<file path="src/rtl/bcd_countdown_5digit_if.sv">
// bcd_countdown_5digit_if
// Control and status bundle for the 5-digit BCD down-counter.
//   master : drives load/load_value/start/pause/tick, observes status
//   slave  : the counter itself; drives count/running/zero/done/load_err
interface bcd_countdown_5digit_if;
  logic        load;
  logic [19:0] load_value;
  logic        start;
  logic        pause;
  logic        tick;
  logic [19:0] count;
  logic        running;
  logic        zero;
  logic        done;
  logic        load_err;

  modport master (
    output load, load_value, start, pause, tick,
    input  count, running, zero, done, load_err
  );

  modport slave (
    input  load, load_value, start, pause, tick,
    output count, running, zero, done, load_err
  );
endinterface

</file>
<file path="src/rtl/bcd_countdown_5digit.sv">
// bcd_countdown_5digit
// Five-digit packed-BCD down-counter (00000-99999) with load/start/pause
// control. Each qualified tick in RUN decrements by one through a digit-wise
// borrow chain; reaching 00000 pulses done for one cycle.
//
// Ports:
//   clk   : system clock, rising edge
//   reset : synchronous, active-high
//   bus   : bcd_countdown_5digit_if.slave
//           in : load, load_value[19:0], start, pause, tick
//           out: count[19:0], running, zero, done, load_err (all registered)
//
// Optional feature: define BCD_COUNTDOWN_RELOAD_EN for auto-reload on expiry.
//
// Input priority: reset > load > pause > start > tick.
//
// state   | meaning
// --------+--------------------------------------------------
// IDLE    | loaded or reset, waiting for start
// RUN     | counting down on tick
// HOLD    | paused, count frozen, start resumes
// EXPIRED | reached zero, only load or reset leaves
module bcd_countdown_5digit (
  input  logic                        clk,
  input  logic                        reset,
  bcd_countdown_5digit_if.slave       bus
);

  typedef enum logic [1:0] {
    IDLE    = 2'd0,
    RUN     = 2'd1,
    HOLD    = 2'd2,
    EXPIRED = 2'd3
  } state_t;

  state_t      state_q, state_d;
  logic [19:0] count_q, count_d;
  logic        running_q;
  logic        zero_q;
  logic        done_q, done_d;
  logic        load_err_q, load_err_d;
  logic [19:0] clamped;
  logic        clamp_hit;
`ifdef BCD_COUNTDOWN_RELOAD_EN
  logic [19:0] reload_q, reload_d;
`endif

  // Borrow ripples from the least significant digit until a nonzero digit
  // absorbs it; callers guarantee v != 0 so there is no underflow.
  function automatic logic [19:0] bcd_dec(input logic [19:0] v);
    logic [19:0] r;
    logic        borrow;
    r      = v;
    borrow = 1'b1;
    for (int i = 0; i < 5; i++) begin
      if (borrow) begin
        if (v[i*4 +: 4] == 4'd0) begin
          r[i*4 +: 4] = 4'd9;
        end else begin
          r[i*4 +: 4] = v[i*4 +: 4] - 4'd1;
          borrow      = 1'b0;
        end
      end
    end
    return r;
  endfunction

  always_comb begin
    clamped   = bus.load_value;
    clamp_hit = 1'b0;
    for (int i = 0; i < 5; i++) begin
      if (bus.load_value[i*4 +: 4] > 4'd9) begin
        clamped[i*4 +: 4] = 4'd9;
        clamp_hit         = 1'b1;
      end
    end
  end

  always_comb begin
    state_d    = state_q;
    count_d    = count_q;
    done_d     = 1'b0;
    load_err_d = 1'b0;
`ifdef BCD_COUNTDOWN_RELOAD_EN
    reload_d   = reload_q;
`endif
    if (bus.load) begin
      count_d    = clamped;
      load_err_d = clamp_hit;
      state_d    = IDLE;
`ifdef BCD_COUNTDOWN_RELOAD_EN
      reload_d   = clamped;
`endif
    end else if (bus.pause) begin
      if (state_q == RUN) state_d = HOLD;
    end else if (bus.start) begin
      if (state_q == IDLE || state_q == HOLD) begin
        if (count_q == 20'h0) begin
          state_d = EXPIRED;
          done_d  = 1'b1;
        end else begin
          state_d = RUN;
        end
      end
    end else if (bus.tick && state_q == RUN && count_q != 20'h0) begin
      if (count_q == 20'h00001) begin
        done_d  = 1'b1;
`ifdef BCD_COUNTDOWN_RELOAD_EN
        if (reload_q != 20'h0) begin
          count_d = reload_q;
        end else begin
          count_d = 20'h0;
          state_d = EXPIRED;
        end
`else
        count_d = 20'h0;
        state_d = EXPIRED;
`endif
      end else begin
        count_d = bcd_dec(count_q);
      end
    end
  end

  always_ff @(posedge clk) begin
    if (reset) begin
      state_q    <= IDLE;
      count_q    <= 20'h0;
      running_q  <= 1'b0;
      zero_q     <= 1'b1;
      done_q     <= 1'b0;
      load_err_q <= 1'b0;
`ifdef BCD_COUNTDOWN_RELOAD_EN
      reload_q   <= 20'h0;
`endif
    end else begin
      state_q    <= state_d;
      count_q    <= count_d;
      // running/zero are derived from next-state values so they line up
      // with the registered count and state.
      running_q  <= (state_d == RUN);
      zero_q     <= (count_d == 20'h0);
      done_q     <= done_d;
      load_err_q <= load_err_d;
`ifdef BCD_COUNTDOWN_RELOAD_EN
      reload_q   <= reload_d;
`endif
    end
  end

  assign bus.count    = count_q;
  assign bus.running  = running_q;
  assign bus.zero     = zero_q;
  assign bus.done     = done_q;
  assign bus.load_err = load_err_q;

endmodule
</file>
<file path="src/flat_wrapper.sv">
// flat-port wrapper written by rule: the top's interface ports become plain ports
module bcd_countdown_5digit_flat 
  (clk, reset, bus_load, bus_load_value, bus_start, bus_pause, bus_tick, bus_count, bus_running, bus_zero, bus_done, bus_load_err);
  bcd_countdown_5digit_if bus_i ();
  input  logic clk;
  input  logic reset;
  input wire logic [$bits(bus_i.load)-1:0] bus_load;
  input wire logic [$bits(bus_i.load_value)-1:0] bus_load_value;
  input wire logic [$bits(bus_i.start)-1:0] bus_start;
  input wire logic [$bits(bus_i.pause)-1:0] bus_pause;
  input wire logic [$bits(bus_i.tick)-1:0] bus_tick;
  output wire logic [$bits(bus_i.count)-1:0] bus_count;
  output wire logic [$bits(bus_i.running)-1:0] bus_running;
  output wire logic [$bits(bus_i.zero)-1:0] bus_zero;
  output wire logic [$bits(bus_i.done)-1:0] bus_done;
  output wire logic [$bits(bus_i.load_err)-1:0] bus_load_err;
  assign bus_i.load = bus_load;
  assign bus_i.load_value = bus_load_value;
  assign bus_i.start = bus_start;
  assign bus_i.pause = bus_pause;
  assign bus_i.tick = bus_tick;
  assign bus_count = bus_i.count;
  assign bus_running = bus_i.running;
  assign bus_zero = bus_i.zero;
  assign bus_done = bus_i.done;
  assign bus_load_err = bus_i.load_err;
  bcd_countdown_5digit u_core (.clk(clk), .reset(reset), .bus(bus_i));
endmodule
</file>
<file path="config.mk">
export PLATFORM = sky130hd
export DESIGN_NAME = bcd_countdown_5digit_flat
export DESIGN_NICKNAME = d
export VERILOG_FILES = /design/src/rtl/bcd_countdown_5digit_if.sv /design/src/rtl/bcd_countdown_5digit.sv /design/src/flat_wrapper.sv
export SDC_FILE = /design/constraint.sdc
export NUM_CORES = 1
export LEC_CHECK = 0
export CAP_MARGIN = 20
export CORE_MARGIN = 4
export CORE_UTILIZATION = 49
export DETAILED_ROUTE_END_ITERATION = 16
export GPL_TIMING_DRIVEN = 0
export HOLD_SLACK_MARGIN = 0.06
export PLACE_DENSITY = 0.82
export SYNTH_ARGS = -nofsm -noshare
export SYNTH_HDL_FRONTEND = slang
export SYNTH_SLANG_ARGS = --single-unit
</file>
<file path="constraint.sdc">
create_clock -name clk -period 3.1 [get_ports clk]
set_clock_uncertainty 0.05 [all_clocks]
set_input_delay 0.62 -clock clk [delete_from_list [all_inputs] [get_ports clk]]
set_output_delay 0.62 -clock clk [all_outputs]
set_load 0.02 [all_outputs]
</file>
==> Yosys cells after proc, flatten, opt, wreduce, memory -nomap -nowiden <==
Cells that the tools add are included.
{ "totals": {"regBits": 26, "latchBits": 0, "ram_bits": 0, "mem_bits_ro": 0, "in_bits": 26, "out_inout_bits": 24, "word_cells": 99, "mem_count": 0} }
{ "op_classes": {"add_sub_neg": 5, "mul": 0, "div_mod_pow": 0, "order_cmp": 5, "eq_ne": 4, "n_shift": 0, "n_mux": 64, "bitwise_logic": 1, "n_reduce_logical": 14} }
{ "ops": {"columns": ["operator", "count"], "rows": [
  ["20-bit two-way mux", 5],
  ["4-bit two-way mux", 14],
  ["20-bit logical NOT", 2],
  ["1-bit two-way mux", 37],
  ["20-bit by 1-bit == test with 1-bit output (second input constant)", 1],
  ["4-bit > comparator (second input constant)", 5],
  ["4-bit logical NOT", 5],
  ["20-bit nonzero test", 1],
  ["4-bit by 1-bit subtractor with 4-bit output (second input constant)", 5],
  ["2-bit two-way mux", 8],
  ["2-bit by 1-bit == test with 1-bit output (second input constant)", 2],
  ["3-bit OR reduction", 1],
  ["2-bit == test (second input constant)", 1],
  ["1-bit logical AND", 2],
  ["2-bit logical NOT", 1],
  ["2-bit OR reduction", 1],
  ["1-bit logical OR", 1],
  ["1-bit inverter", 1]
]} }

==> Depth between registers and ports, before layout <==
Gate-level depths: netlist (run 1).
{ "logic_depth": {"depth_word": 32, "mapped_depth": 10, "ltp_nobuf": 9} }

==> Least setup slack after synthesis (run 1) <==
OpenSTA, ideal clock, no wires.
{ "synth_timing": {"path_type": "register to register", "from": "register u_core.count_q[0], in the netlist u_core.bus.count[0]", "to": "register u_core.zero_q, in the netlist u_core.bus.zero", "setup_ps": 87, "arrival_ps": 2271, "required_time_ps": 2963, "setup_slack_ps": 692, "path_stages_with_launch": 10, "path_buffers": 0, "period_less_slack_ps": 2408, "path_cell_list": "dfxtp_1 -> inv_1 -> ha_1 -> nor3b_4 -> nand3_1 -> o32ai_1 -> a21oi_1 -> a2111oi_2 -> nand4_1 -> o31ai_1"} }
{ "synth_via": {"elab_chain_len": 32, "word_cells_on_any_way": 40, "cone_classes": "1 x add/sub; 1 x eq/ne; 34 x mux; 4 x reduce/logical"} }
{ "synth_rtl": {"columns": ["item", "line", "rtl"], "rows": [
  ["start, declared", "bcd_countdown_5digit.sv:37", "logic [19:0] count_q, count_d;"],
  ["start signal, assigned", "bcd_countdown_5digit.sv:138", "count_q <= count_d;"],
  ["4-bit logical NOT", "bcd_countdown_5digit.sv:57", "if (v[i*4 +: 4] == 4'd0) begin"],
  ["1-bit two-way mux", "bcd_countdown_5digit.sv:57", null],
  ["1-bit two-way mux", "bcd_countdown_5digit.sv:106", "if (count_q == 20'h00001) begin"],
  ["1-bit two-way mux", "bcd_countdown_5digit.sv:105", "end else if (bus.tick && state_q == RUN && count_q != 20'h0) begin"],
  ["1-bit two-way mux", "bcd_countdown_5digit.sv:96", "end else if (bus.start) begin"],
  ["1-bit two-way mux", "bcd_countdown_5digit.sv:94", "end else if (bus.pause) begin"],
  ["1-bit two-way mux", "bcd_countdown_5digit.sv:87", "if (bus.load) begin"],
  ["1-bit two-way mux", "bcd_countdown_5digit.sv:56", "if (borrow) begin"],
  ["(+16 left out)", null, null],
  ["1-bit two-way mux", "bcd_countdown_5digit.sv:87", null],
  ["4-bit two-way mux", "bcd_countdown_5digit.sv:56", null],
  ["20-bit two-way mux", "bcd_countdown_5digit.sv:106", null],
  ["20-bit two-way mux", "bcd_countdown_5digit.sv:105", null],
  ["20-bit two-way mux", "bcd_countdown_5digit.sv:96", null],
  ["20-bit two-way mux (*)", "bcd_countdown_5digit.sv:94", null],
  ["20-bit two-way mux (*)", "bcd_countdown_5digit.sv:87", null],
  ["20-bit logical NOT (*)", "bcd_countdown_5digit.sv:142", "zero_q <= (count_d == 20'h0);"],
  ["end signal, assigned", "bcd_countdown_5digit.sv:142", null],
  ["end, declared", "bcd_countdown_5digit.sv:39", "logic zero_q;"]
]} }
Every way passes the cells marked *; elsewhere a longest branch is shown, timed or not. The select of a mux whose other input is x is not followed.
A chain may end at the register's enable or synchronous reset.

==> Worst setup path after layout (run 1) <==
{ "layout_timing": {"from": "input bus_start", "to": "register u_core.zero_q, in the netlist u_core.bus.zero"} }
{ "layout_via": {"elab_chain_len": 4} }
{ "layout_rtl": {"columns": ["item", "line", "rtl"], "rows": [
  ["start, declared", "flat_wrapper.sv:9", "input wire logic [$bits(bus_i.start)-1:0] bus_start;"],
  ["20-bit two-way mux", "bcd_countdown_5digit.sv:96", null],
  ["20-bit two-way mux", "bcd_countdown_5digit.sv:94", null],
  ["20-bit two-way mux", "bcd_countdown_5digit.sv:87", null],
  ["20-bit logical NOT", "bcd_countdown_5digit.sv:142", null]
]} }
No other way between the ends.

==> qor.yml, run 1 <==
floorplanning:
  core_area_um2: 3690
  chipHeight_um: 70.1
  start_util_pct: 51.3
  num_rows: 22
  die_area_um2: 4920
  fp.dieW_um: 70.1
  ios: 50
power_and_ir_drop:
  seqPwrFrac_pct: 42.4
  p_int_uw: 594
  power_uw: 893
  clockPowerShare_pct: 25.2
  power_switching_uw: 299
  ir_drop_mv: 0.190
  p_leak_nw: 0.879
  swShare_pct: 33.5
  combPwrFrac_pct: 32.4
  powerDensity_nw_per_um2: 352
logic_synthesis:
  syn_inst: 241
  async_flop_share_pct: 0
  ys_seq_area_share_pct: 27.5
  synth-edff-count: 0
  ys_seq_elements: 26
  ys.flop_type: "dfxtp_1"
  netlist_area_um2: 1890
  synth_nets: 269
  syn_area_per_cell_um2: 7.85
  synth_cell_type_count: 62
  yosys_warnings: 0
detailed_routing:
  drt-met1-wl_um: 2560
  top_layer: "met4"
  wire_per_inst_um: 17.8
  wl_met3_um: 591
  vias_per_cell: 6.41
  drt-initial-drc-count: 226
  postRouteAntennaNets: 0
  drt-total-wl_um: 6160
  firstDrtPassIters: 5
  vias: 2218
  met2WireLength_um: 2880
  drcViolationCount: 0
outcome:
  status: "finished clean"
cells_and_area:
  area_growth_pct: 33.9
  num_antenna_cells: 0
  fin_nets: 327
  final_cell_area_um2: 2530
  drive_above_1_share_pct: 7.38
sta:
  relSlewSlack_pct: 61.2
  period_share_pct: 95.5
  whs_ps: 580
  slew_viol_final: 0
  setup_viol: 0
  fmax_mhz: 338
  min_period_ps: 2960
  hold_violations: 0
  setup_tns_ps: 0
  setup_ws_ps: 140
  tightest_slew_ps: 578
cts:
  cts_tree: "yes"
  cts_htree_levels: 1
  cts_sinks: 26
  cts_made_buffers: 3
  cts_buffer_depth: 2
  worstSkewPairLatency_ps: 270
  path_clk_slew_ps: 90
  hold_buffers: 0
  cts_root_buf: "clkbuf_8"
setup_path:
  path_class: "input pin to flop"
  critPathLaunchType: "input pin"
  worstSetupStartpoint: "bus_start"
  crit_chain: "clkdlybuf4s50_1, and4bb_1, nand2_1, o31ai_1, a31oi_1, a2111oi_2, nand4_1, o31ai_1"
  cp_common_cell: "o31ai_1"
  critPathTopFamily: "compound AO/OA/AOI/OAI gates"
  cp_slowest_stage_delay_ps: 460
  critPathRequiredTime_ps: 3240
  path_max_fanout: 7
  arrival_ps: 3100
  cp-end-kind: "flop"
  r2r_start: "u_core.bus.count[0]"
  cp_slowest_cell: "clkdlybuf4s50_1"
  path_buf_inv: 1
grt:
  overflow: 0
  grt_usage_pct: 25.0
  grt_pass1_wl_um: 9710
  grt_pass1_vias: 1989
  antenna_found_initial: 0
  grt_max_degree: 15
worst_hold_path:
  hp-class: "flop to flop"
  min-delay-start: "u_core.state_q[1]"
placed_design:
  dpl_worst_slack_ps: -230
  placed_area_um2: 2430
  io_buffer_count: 48
  dp_hpwl_um: 4620
  gp_congestion: 1.03
run:
  max-cap-violations: 0
==> power by group through the flow <==
| stage | Combinational (mW) | Sequential (mW) | Clock, mW |
|---|---|---|---|
| after global routing | 0.310 | 0.382 | 0.241 |
| after global placement | 0.271 | 0.385 | 0 |
| final | 0.289 | 0.378 | 0.225 |
| after floorplan | 0.143 | 0.400 | 0 |
| after detailed placement | 0.272 | 0.385 | 0 |
| after CTS | 0.275 | 0.378 | 0.229 |
==> area by class of cell <==
type,instances,area (µm²)
multi-input cells,194,1290
fillers,335,1150
flip-flops and latches,26,520
repair buffers,53,518
well taps,48,60.1
clock buffers,4,55.1
plain buffers,11,48.8
inverters,10,37.5
==> state kept, by name (all words and copies together) (netlist names) <==
register / count
u_core.bus.count: 20
u_core.bus.zero: 1
u_core.bus.load_err: 1
u_core.state_q: 2
u_core.bus.done: 1
u_core.bus.running: 1
==> synthesized netlist by cell type (2+ instances only) <==
master	number	area (µm²)
dfxtp_1	26	521
clkbuf_1	10	37.5
a21oi_1	9	45.0
inv_1	9	33.8
mux2i_1	2	20.0
o21ai_0	9	45.0
nand4b_1	2	17.5
o31a_1	4	35.0
nor2_1	34	128
and3_1	2	12.5
nor4_1	5	31.3
or4_1	3	22.5
nor3_1	12	60.1
o21a_1	4	30.0
a211o_1	4	35.0
a2111oi_2	2	30.0
and2_1	9	56.3
nand2_1	11	41.3
ha_1	2	25.0
nand2b_1	5	31.3
o31ai_1	5	37.5
a21o_1	2	15.0
nor3b_1	5	37.5
nand3b_1	5	37.5
nor4b_1	2	17.5
nor4_4	2	42.5
nand3_1	5	25.0
a22oi_1	2	15.0
a31oi_1	8	50.1
nand4_1	8	50.1
a211oi_1	2	15.0
==> worst paths after layout <==
kind,to,slack (ps),cells past startpoint
max reg2reg,u_core.bus.zero,180,9
min,u_core.bus.done,580,2
min reg2reg,u_core.bus.done,580,2
max,u_core.bus.zero,140,8
==> layout by cell type (no fill, tap or decap), types with 2 or more instances in the layout <==
cell type,instances
a2111oi_2,2
a211o_1,4
a211oi_1,2
a21o_1,2
a21oi_1,9
a22oi_1,2
a31oi_1,8
and2_1,9
and3_1,2
buf_4,5
clkbuf_1,10
clkbuf_8,4
clkdlybuf4s50_1,48
dfxtp_1,26
ha_1,2
inv_1,9
mux2i_1,2
nand2_1,11
nand2b_1,5
nand3_1,5
nand3b_1,5
nand4_1,8
nand4b_1,2
nor2_1,34
nor3_1,12
nor3b_1,5
nor4_1,5
nor4_4,2
nor4b_1,2
o21a_1,4
o21ai_0,9
o31a_1,4
o31ai_1,5
or4_1,3
==> through the flow <==
step | std cells | util [%]
6_report | 346 | 68.7
2_1_floorplan | 241 | -
5_1_grt | 346 | 68.7
3_3_place_gp | 337 | 65.9
4_1_cts | 341 | 67.4
3_5_place_dp | 337 | 65.9
==> worst reg2reg max path, stage by stage, from the launching register on <==
cell,delay (ps)
dfxtp_1,370
inv_1,100
ha_1,250
nor3b_4,470
nand3_1,270
o32ai_1,280
a21oi_1,130
a2111oi_2,490
nand4_1,170
o31ai_1,270
==> routing by layer <==
metal | vias to the layer above | GRT usage, %
li1 | 1035 | -
met1 | 1028 | 33.2
met2 | 141 | 40.9
met3 | 14 | 3.45
met4 | 0 | 9.36
met5 | - | 0
==> cells by family (layout without fill, tap and decap cells) <==
logic type / count (synthesis) / after routing / share of synthesized area, %
AOI/OAI and AO/OA: 66 / 66 / 26.2
DFF: 26 / 26 / 27.5
muxes: 3 / 3 / 1.65
buffers and inverters: 21 / 78 / 4.56
xor gates and xnor gates: 1 / 1 / 0.463
and+or+nand+nor: 122 / 122 / 38.3
adders and majority gates: 2 / 2 / 1.32
==> what timing repair did <==
action	in CTS	in global routing
setup buffers	0	5
setup endpoints to repair	0	1
gates resized for setup	0	1
(Power assumes the default switching activity.)
==> run 2, diff against run 1 <==
- CORE_MARGIN: 4 -> default
- MAX_ROUTING_LAYER: default -> met4
==> run 2 against run 1 <==
Effect of this change:
- die area fell by 16%
- non-clock buffer count unchanged
- cell area up 0.59%
- total power rose by 0.63%
- critical path depth did not move
- core utilization is 0.41 points higher
- register-to-register slack improved by 40 ps
- highest routed layer unchanged
- worst hold slack got worse by 2.3 ps
- setup slack lost 31 ps
- sequential cell count did not move
==> qor.yml, run 2 (synthesis gave the netlist of run 1 again) <==
outcome:
  status: "finished clean"
grt:
  grt_pass1_wl_um: 9860  # +1.6%
  grt_max_degree: 15  # unchanged
  grt_usage_pct: 32.3  # +7.3 points
  antenna_found_initial: 0  # unchanged
  overflow: 0  # unchanged
  grt_pass1_vias: 2026  # +1.9%
detailed_routing:
  met2WireLength_um: 2900  # +0.62%
  drt-initial-drc-count: 230  # +1.8%
  drcViolationCount: 0  # unchanged
  wl_met3_um: 573  # -3.0%
  vias_per_cell: 6.60  # +3.0%
  wire_per_inst_um: 18.0  # +1.3%
  drt-met1-wl_um: 2550  # -0.35%
  drt-total-wl_um: 6240  # +1.3%
  postRouteAntennaNets: 0  # unchanged
  vias: 2284  # +3.0%
  top_layer: "met4"
  firstDrtPassIters: 5  # unchanged
run:
  max-cap-violations: 0  # unchanged
floorplanning:
  start_util_pct: 51.3  # unchanged
  num_rows: 22  # unchanged
  fp.dieW_um: 64.1  # -8.6%
  core_area_um2: 3690  # unchanged
  die_area_um2: 4110  # -16%
  ios: 50  # unchanged
  chipHeight_um: 64.1  # -8.6%
placed_design:
  io_buffer_count: 48  # unchanged
  dp_hpwl_um: 4560  # -1.3%
  gp_congestion: 0.965  # -5.9%
  dp.cells: 337  # unchanged
setup_path:
  path_class: "input pin to flop"
  cp_slowest_cell: "clkdlybuf4s50_1"
  critPathRequiredTime_ps: 3240  # about the same
  critPathLaunchType: "input pin"
  critPathTopFamily: "compound AO/OA/AOI/OAI gates"
  worstSetupStartpoint: "bus_start"
  crit_chain: "clkdlybuf4s50_1, and4bb_1, nand2_1, a31oi_4, a21oi_1, a2111oi_2, nand4_1, o31ai_1"
  cp-end-kind: "flop"
  arrival_ps: 3130  # +30 ps
  r2r_start: "u_core.bus.count[0]"
  path_buf_inv: 1  # unchanged
  path_max_fanout: 7  # unchanged
  cp_slowest_stage_delay_ps: 490  # +30 ps
cells_and_area:
  num_antenna_cells: 0  # unchanged
  area_growth_pct: 34.7
  final_cells: 346  # unchanged
  largest_register_ffs: 20  # unchanged
  final_cell_mix: "clkdlybuf4s50_1 (48), nor2_1 (34), dfxtp_1 (26)"
  fin_nets: 327  # unchanged
  drive_above_1_share_pct: 8.39  # +1.0 points
  final_common_cell: "clkdlybuf4s50_1"
sta:
  fmax_mhz: 334  # -1.0%
  whs_ps: 578  # -2.31 ps
  period_share_pct: 96.5  # +0.99 points
  setup_viol: 0  # unchanged
  hold_violations: 0  # unchanged
  min_period_ps: 2990  # +30.7 ps
  slew_viol_final: 0  # unchanged
  relSlewSlack_pct: 60.5  # -0.69 points
  tightest_slew_ps: 589  # +10.3 ps
cts:
  path_clk_slew_ps: 90  # about the same
  cts_tree: "yes"
  cts_made_buffers: 3  # unchanged
  hold_buffers: 0  # unchanged
  cts_sinks: 26  # unchanged
  cts_buffer_depth: 2  # unchanged
  cts_root_buf: "clkbuf_8"
  worstSkewPairLatency_ps: 280  # about the same
  cts_htree_levels: 1  # unchanged
power_and_ir_drop:
  powerDensity_nw_per_um2: 352  # about the same
  ir_drop_mv: 0.212  # +11%
  p_leak_nw: 0.881  # +0.27%
worst_hold_path:
  min-delay-start: "u_core.bus.count[19]"
  hp-class: "flop to flop"
-- run 2: cell types whose count changed in the layout (fill, tap and decap cells not counted) --
| cell | delta |
|---|---|
| nand3_1 | -2 |
| o31ai_2 | +1 |
| nand3_2 | +2 |
| o31ai_1 | -1 |
-- run 2: worst min-delay path, cell delays in order, from the launching register on --
cell and delay [ps]:
dfxtp_1 400, a31oi_1 130, nor2_1 70
-- run 2: worst paths after layout --
check | slack [ps] | to | cells past startpoint
worst min-delay path | 580 | u_core.bus.count[19] | 2
worst max register to register | 220 | u_core.bus.zero | 9
worst max-delay path | 110 | u_core.bus.zero | 8
worst min register to register | 580 | u_core.bus.count[19] | 2
-- run 2: repair_timing --
item                                    4_1_cts  5_1_grt
resized for setup                             0        4
hold endpoints to repair                      0        0
endpoints found under the setup margin        0        1
setup buffers                                 0        5
-- run 2: final cells by class --
| cell class | instances | area [µm²] |
|---|---|---|
| Buffer | 11 | 48.8 |
| Inverter | 10 | 37.5 |
| Multi-Input combinational cell | 194 | 1310 |
| Timing Repair Buffer | 53 | 518 |
| Clock buffer | 4 | 55.1 |
| Fill cell | 318 | 1140 |
| Sequential cell | 26 | 520 |
| Tap cell | 48 | 60.1 |
-- run 2: through the flow --
| step | setup WS [ps] | util [%] | power, mW | TNS (ps) | instance area (µm²) |
|---|---|---|---|---|---|
| 6_report | 110 | 69.1 | 0.898 | 0 | 2550 |
| 3_5_place_dp | -243 | 65.9 | 0.658 | -243 | 2430 |
| 5_1_grt | -35.6 | 69.1 | 0.940 | -35.6 | 2550 |
| 2_1_floorplan | 692 | - | 0.544 | 0 | 1890 |
| 4_1_cts | 52.4 | 67.4 | 0.881 | 0 | 2490 |
| 3_3_place_gp | -226 | 65.9 | 0.655 | -226 | 2430 |
-- run 2: per-layer routing --
metal	track usage, %	vias to the layer above
li1	-	1032
met1	41.2	1049
met2	49.9	179
met3	5.54	24
met4	14.4	0
met5	-	-
-- run 2: report_power, final --
group | switching, mW | total (mW) | leakage (nW) | internal (mW)
combinational | 0.163 | 0.293 | 0.638 | 0.130
clock | 0.112 | 0.226 | 0.0288 | 0.114
sequential | 0.0286 | 0.380 | 0.214 | 0.351
total | 0.304 | 0.898 | 0.881 | 0.595
==> run 3, diff against run 2 <==
- SKIP_CTS_REPAIR_TIMING: default -> 1
==> results of run 3 <==
The final DEF is identical to that of run 2; final timing and power are the same.
==> RTL change 1 (settings of run 2) <==
The 4 states of `state_t` get a one-hot encoding in 4 bits.
--- a/src/rtl/bcd_countdown_5digit.sv
+++ b/src/rtl/bcd_countdown_5digit.sv
@@ -28,7 +28,7 @@
 
-  typedef enum logic [1:0] {
-    IDLE    = 2'd0,
-    RUN     = 2'd1,
-    HOLD    = 2'd2,
-    EXPIRED = 2'd3
+  typedef enum logic [3:0] {
+    IDLE    = 4'b0001,
+    RUN     = 4'b0010,
+    HOLD    = 4'b0100,
+    EXPIRED = 4'b1000
   } state_t;
Check against the original RTL: no difference found for any inputs over 10 cycles, from zero or initial values and one cycle with reset high; not proved beyond that.
==> RTL change 1 against run 2 <==
- sequential cell count up 2
- routed wire length down 4.0%
- design area down 0.93%
- worst setup slack worse by 59 ps
- synthesized cell count up 1.2%
- sequential power up 6.1%
- synthesized area up 1.1%
- count of clock-buffer cells in the layout down 1
- critical path depth unchanged
- total power down 3.9%
- highest routed layer unchanged
- first-iteration DRC count up 21%
==> RTL change 1: results (changes against run 2) <==
The flow ran to the end, and the final reports show no timing, DRC or antenna violations. The tools report the DRC violation total after the first TritonRoute iteration as 278 (+21%). For the via total after detailed routing, the log shows 2,208 (-3.3%). By count the netlist is led by sky130_fd_sc_hd__nor2_1 (30), sky130_fd_sc_hd__dfxtp_1 (28), sky130_fd_sc_hd__nand2_1 (17), sky130_fd_sc_hd__a21oi_1 (13). The placed instance count is 339 (+0.59%), and the total power after layout is 0.863 mW (-3.9%).

Endpoint of the worst hold path: u_core.state_q[3]. The logs give 0.195 mW (-14%) for the clock network power and 0.310 (-0.0132) for the total track usage. The post-detailed-routing wire length was 5.99 mm (-4.0%). On the critical path, the stage with the largest delay is an instance of sky130_fd_sc_hd__or4b_4.

The final weighted congestion in routability-driven placement is 1.02 (+6.1%). The delay of the slowest cell on the worst path works out to 540 ps (+50 ps). The total of fill cells in the finished design is 327 (+2.8%), and the area of placed instances is 0.00244 mm² (+0.46%).

The XOR/XNOR share of the synthesized area works out to 0.0137 (+0.00910). Reported combinational group power: 0.264 mW (-9.9%). The run gives 0.293 (+0.0179) as the sequential cell area fraction in the yosys report.

The count of different cell masters after synthesis is 63 (+1.6%). The arrival time at the worst endpoint is 3180 ps (+50 ps), and the share of post-route cells with drive strength above 1 is 0.0814 (-0.00254). The launching point of the worst reg2reg path was u_core.bus.count[1]. The synthesized net count is 272 (+1.1%), and the share of the synthesized area in compound gates (AO/OA/AOI/OAI) is 0.282 (+0.0200). The tools report the first-pass GRT wire length as 9.83 mm (-0.35%).

The worst-case vdd ir drop is 0.171 mV (-19%). The final routed wire length divided by cell count was 17.5 µm (-3.2%). Tightest hold margin: 553 ps (-25.3 ps).

The number of port buffers is 47 (-2.1%), and the growth of design area from synthesis to finish is 32.0%. For the HPWL reported at the end of detailed placement, the log shows 4.50 mm (-1.3%). By area the synthesized netlist is led by sky130_fd_sc_hd__dfxtp_1 (29%), sky130_fd_sc_hd__nor2_1 (5.9%), sky130_fd_sc_hd__nor4_1 (3.6%). The path depth of the worst reg2reg path works out to 10 (+1).
-- RTL change 1: cell types whose count changed after synthesis, sizes merged, moves of 4 or more --
| cell | run 2 | this run |
|---|---|---|
| a21oi | 9 | 14 |
| clkbuf | 10 | 6 |
| nand2 | 12 | 17 |
| nand2b | 5 | 1 |
| nand3 | 5 | 1 |
| nand4 | 8 | 4 |
| nor2 | 35 | 30 |
| nor4 | 8 | 14 |
| o22ai | 1 | 6 |
| or3 | 1 | 6 |
-- RTL change 1: area by class of cell --
type / count / area share
Tap cell: 48 / 0.0238
Buffer: 10 / 0.0164
Timing Repair Buffer: 48 / 0.189
Sequential cell: 28 / 0.222
Multi-Input combinational cell: 197 / 0.519
Inverter: 9 / 0.0134
Clock buffer: 3 / 0.0164
-- RTL change 1: metal layers --
layer / vias to the layer above / global-route usage / wire [µm]
li1: 1046 / - / -
met1: 1022 / 0.408 / 2600
met2: 124 / 0.499 / 2820
met3: 16 / 0.0423 / 451
met4: 0 / 0.0806 / 118
met5: - / - / 0
==> RTL change 2 (config.mk and constraints of run 2) <==
Without the edit above. Add a define of `BCD_COUNTDOWN_RELOAD_EN`.
--- a/src/rtl/bcd_countdown_5digit.sv
+++ b/src/rtl/bcd_countdown_5digit.sv
@@ -22,2 +22,4 @@
 // EXPIRED | reached zero, only load or reset leaves
+`define BCD_COUNTDOWN_RELOAD_EN
+
 module bcd_countdown_5digit (
Check against the original RTL: not equivalent (Yosys sat finds a counterexample within 4 cycles, from zero or initial values and one cycle with reset high).
==> RTL change 2 against run 2 <==
- critical path depth increased by 1
- design area grew 32%
- worst setup slack better by 47 ps
- synthesized area is 41% higher
- total power rose by 56%
- routed wire length increased by 38%
- critical path type unchanged
- utilization fell by 3.9 points
- sequential cell count up 20
==> RTL change 2: results (changes against run 2) <==
The run finished with clean final reports. The layout clock buffer count was 7 (+3); the path depth of the worst reg2reg path was 8 (-1). The static leakage is 1.21 nW (+37%), and the reported combinational group power is 0.354 mW (+21%).

The worst register-to-register path begins at u_core.bus.count[14]. The tools report the worst setup path startpoint as bus_tick. The logs give 0.322 (about the same) for the total track usage and 46 (+77%) for the number of clock sinks seen by CTS. The worst-case vdd ir drop was 0.246 mV (+16%); the clock tree cell share of total cell area was 0.0271 (+0.00547). The tools report the sequential cell area fraction in the yosys report as 0.346 (+0.0706). Yosys attributes the largest share of cell area to sky130_fd_sc_hd__dfxtp_1 (35%), sky130_fd_sc_hd__nor2_1 (7.0%), sky130_fd_sc_hd__a21oi_1 (6.4%). Delay of the slowest cell on the worst path: 600 ps (+110 ps).

The proportion of synthesized area in mux cells is 0.0263 (+0.00977). Total of fill cells in the finished design: 466 (+47%). The final routed wire length divided by cell count is 18.2 µm (+1.1%), and the net switching power of the design is 0.451 mW (+49%). Layout buffering overhead excluding clock cells: 0.175 (-0.0477). The HPWL reported at the end of detailed placement is 6.37 mm (+40%), and the XOR/XNOR share of the synthesized area is 0.00329 (-0.00134). In the synthesized netlist, the cells that appear most often are sky130_fd_sc_hd__nor2_1 (50), sky130_fd_sc_hd__dfxtp_1 (46), sky130_fd_sc_hd__a21oi_1 (34), sky130_fd_sc_hd__nand2_1 (30), sky130_fd_sc_hd__nand2b_1 (18). The placed instance count was 459 (+36%). The relative contribution of the clock network to total power is 0.278 (+0.027). The slowest stage of the critical path belongs to the cell sky130_fd_sc_hd__nor4_1. The adder and majority gate portion of the synthesized area works out to 0 (-0.0132). For the number of global-route vias before repair, the log shows 2,589 (+28%). The flip-flop and latch share of the layout cell area is 0.273 (+0.0687), and the count of inverters other than clock inverters in the layout is 7 (-3). The met3 track utilization from global routing was 0.0622 (+0.00681); the transition time of the tightest slew-check pin was 687 ps (+98.8 ps). Post-cts resize count: 4 (+4).

The first-pass GRT wire length was 13.1 mm (+32%). The maximum fanout encountered on the critical timing path was 6 (-1); the count of different cell masters after synthesis was 60 (-3.2%).
## RTL change 2: cell count changes in the layout (fill, tap and decap cells not counted), sizes merged, moves of 6 or more
cell	delta
nand2	+19
buf	+7
dfxtp	+20
a21oi	+25
o21ai	+6
nor4	+7
nand2b	+13
nor2	+16
## RTL change 2: metrics by stage
| stage | area, µm² | hold WS (ps) | setup TNS (ps) | power (mW) | setup slack, ps |
|---|---|---|---|---|---|
| floorplan | 2660 | 413 | 0 | 0.877 | 621 |
| global placement | 3220 | 426 | -9010 | 1.01 | -750 |
| detailed placement | 3220 | 435 | -8840 | 1.01 | -701 |
| CTS | 3320 | 449 | 0 | 1.39 | 45.8 |
| global route | 3370 | 469 | 0 | 1.45 | 26.5 |
| finish | 3370 | 450 | 0 | 1.40 | 157 |
## RTL change 2: worst reg2reg max path: cells and delay by family, from the launching register on
family                 cells  cell delay [ps]
AOI/OAI and AO/OA          3              820
buffers and inverters      1              360
DFF                        1              420
and+or+nand+nor            4             1140
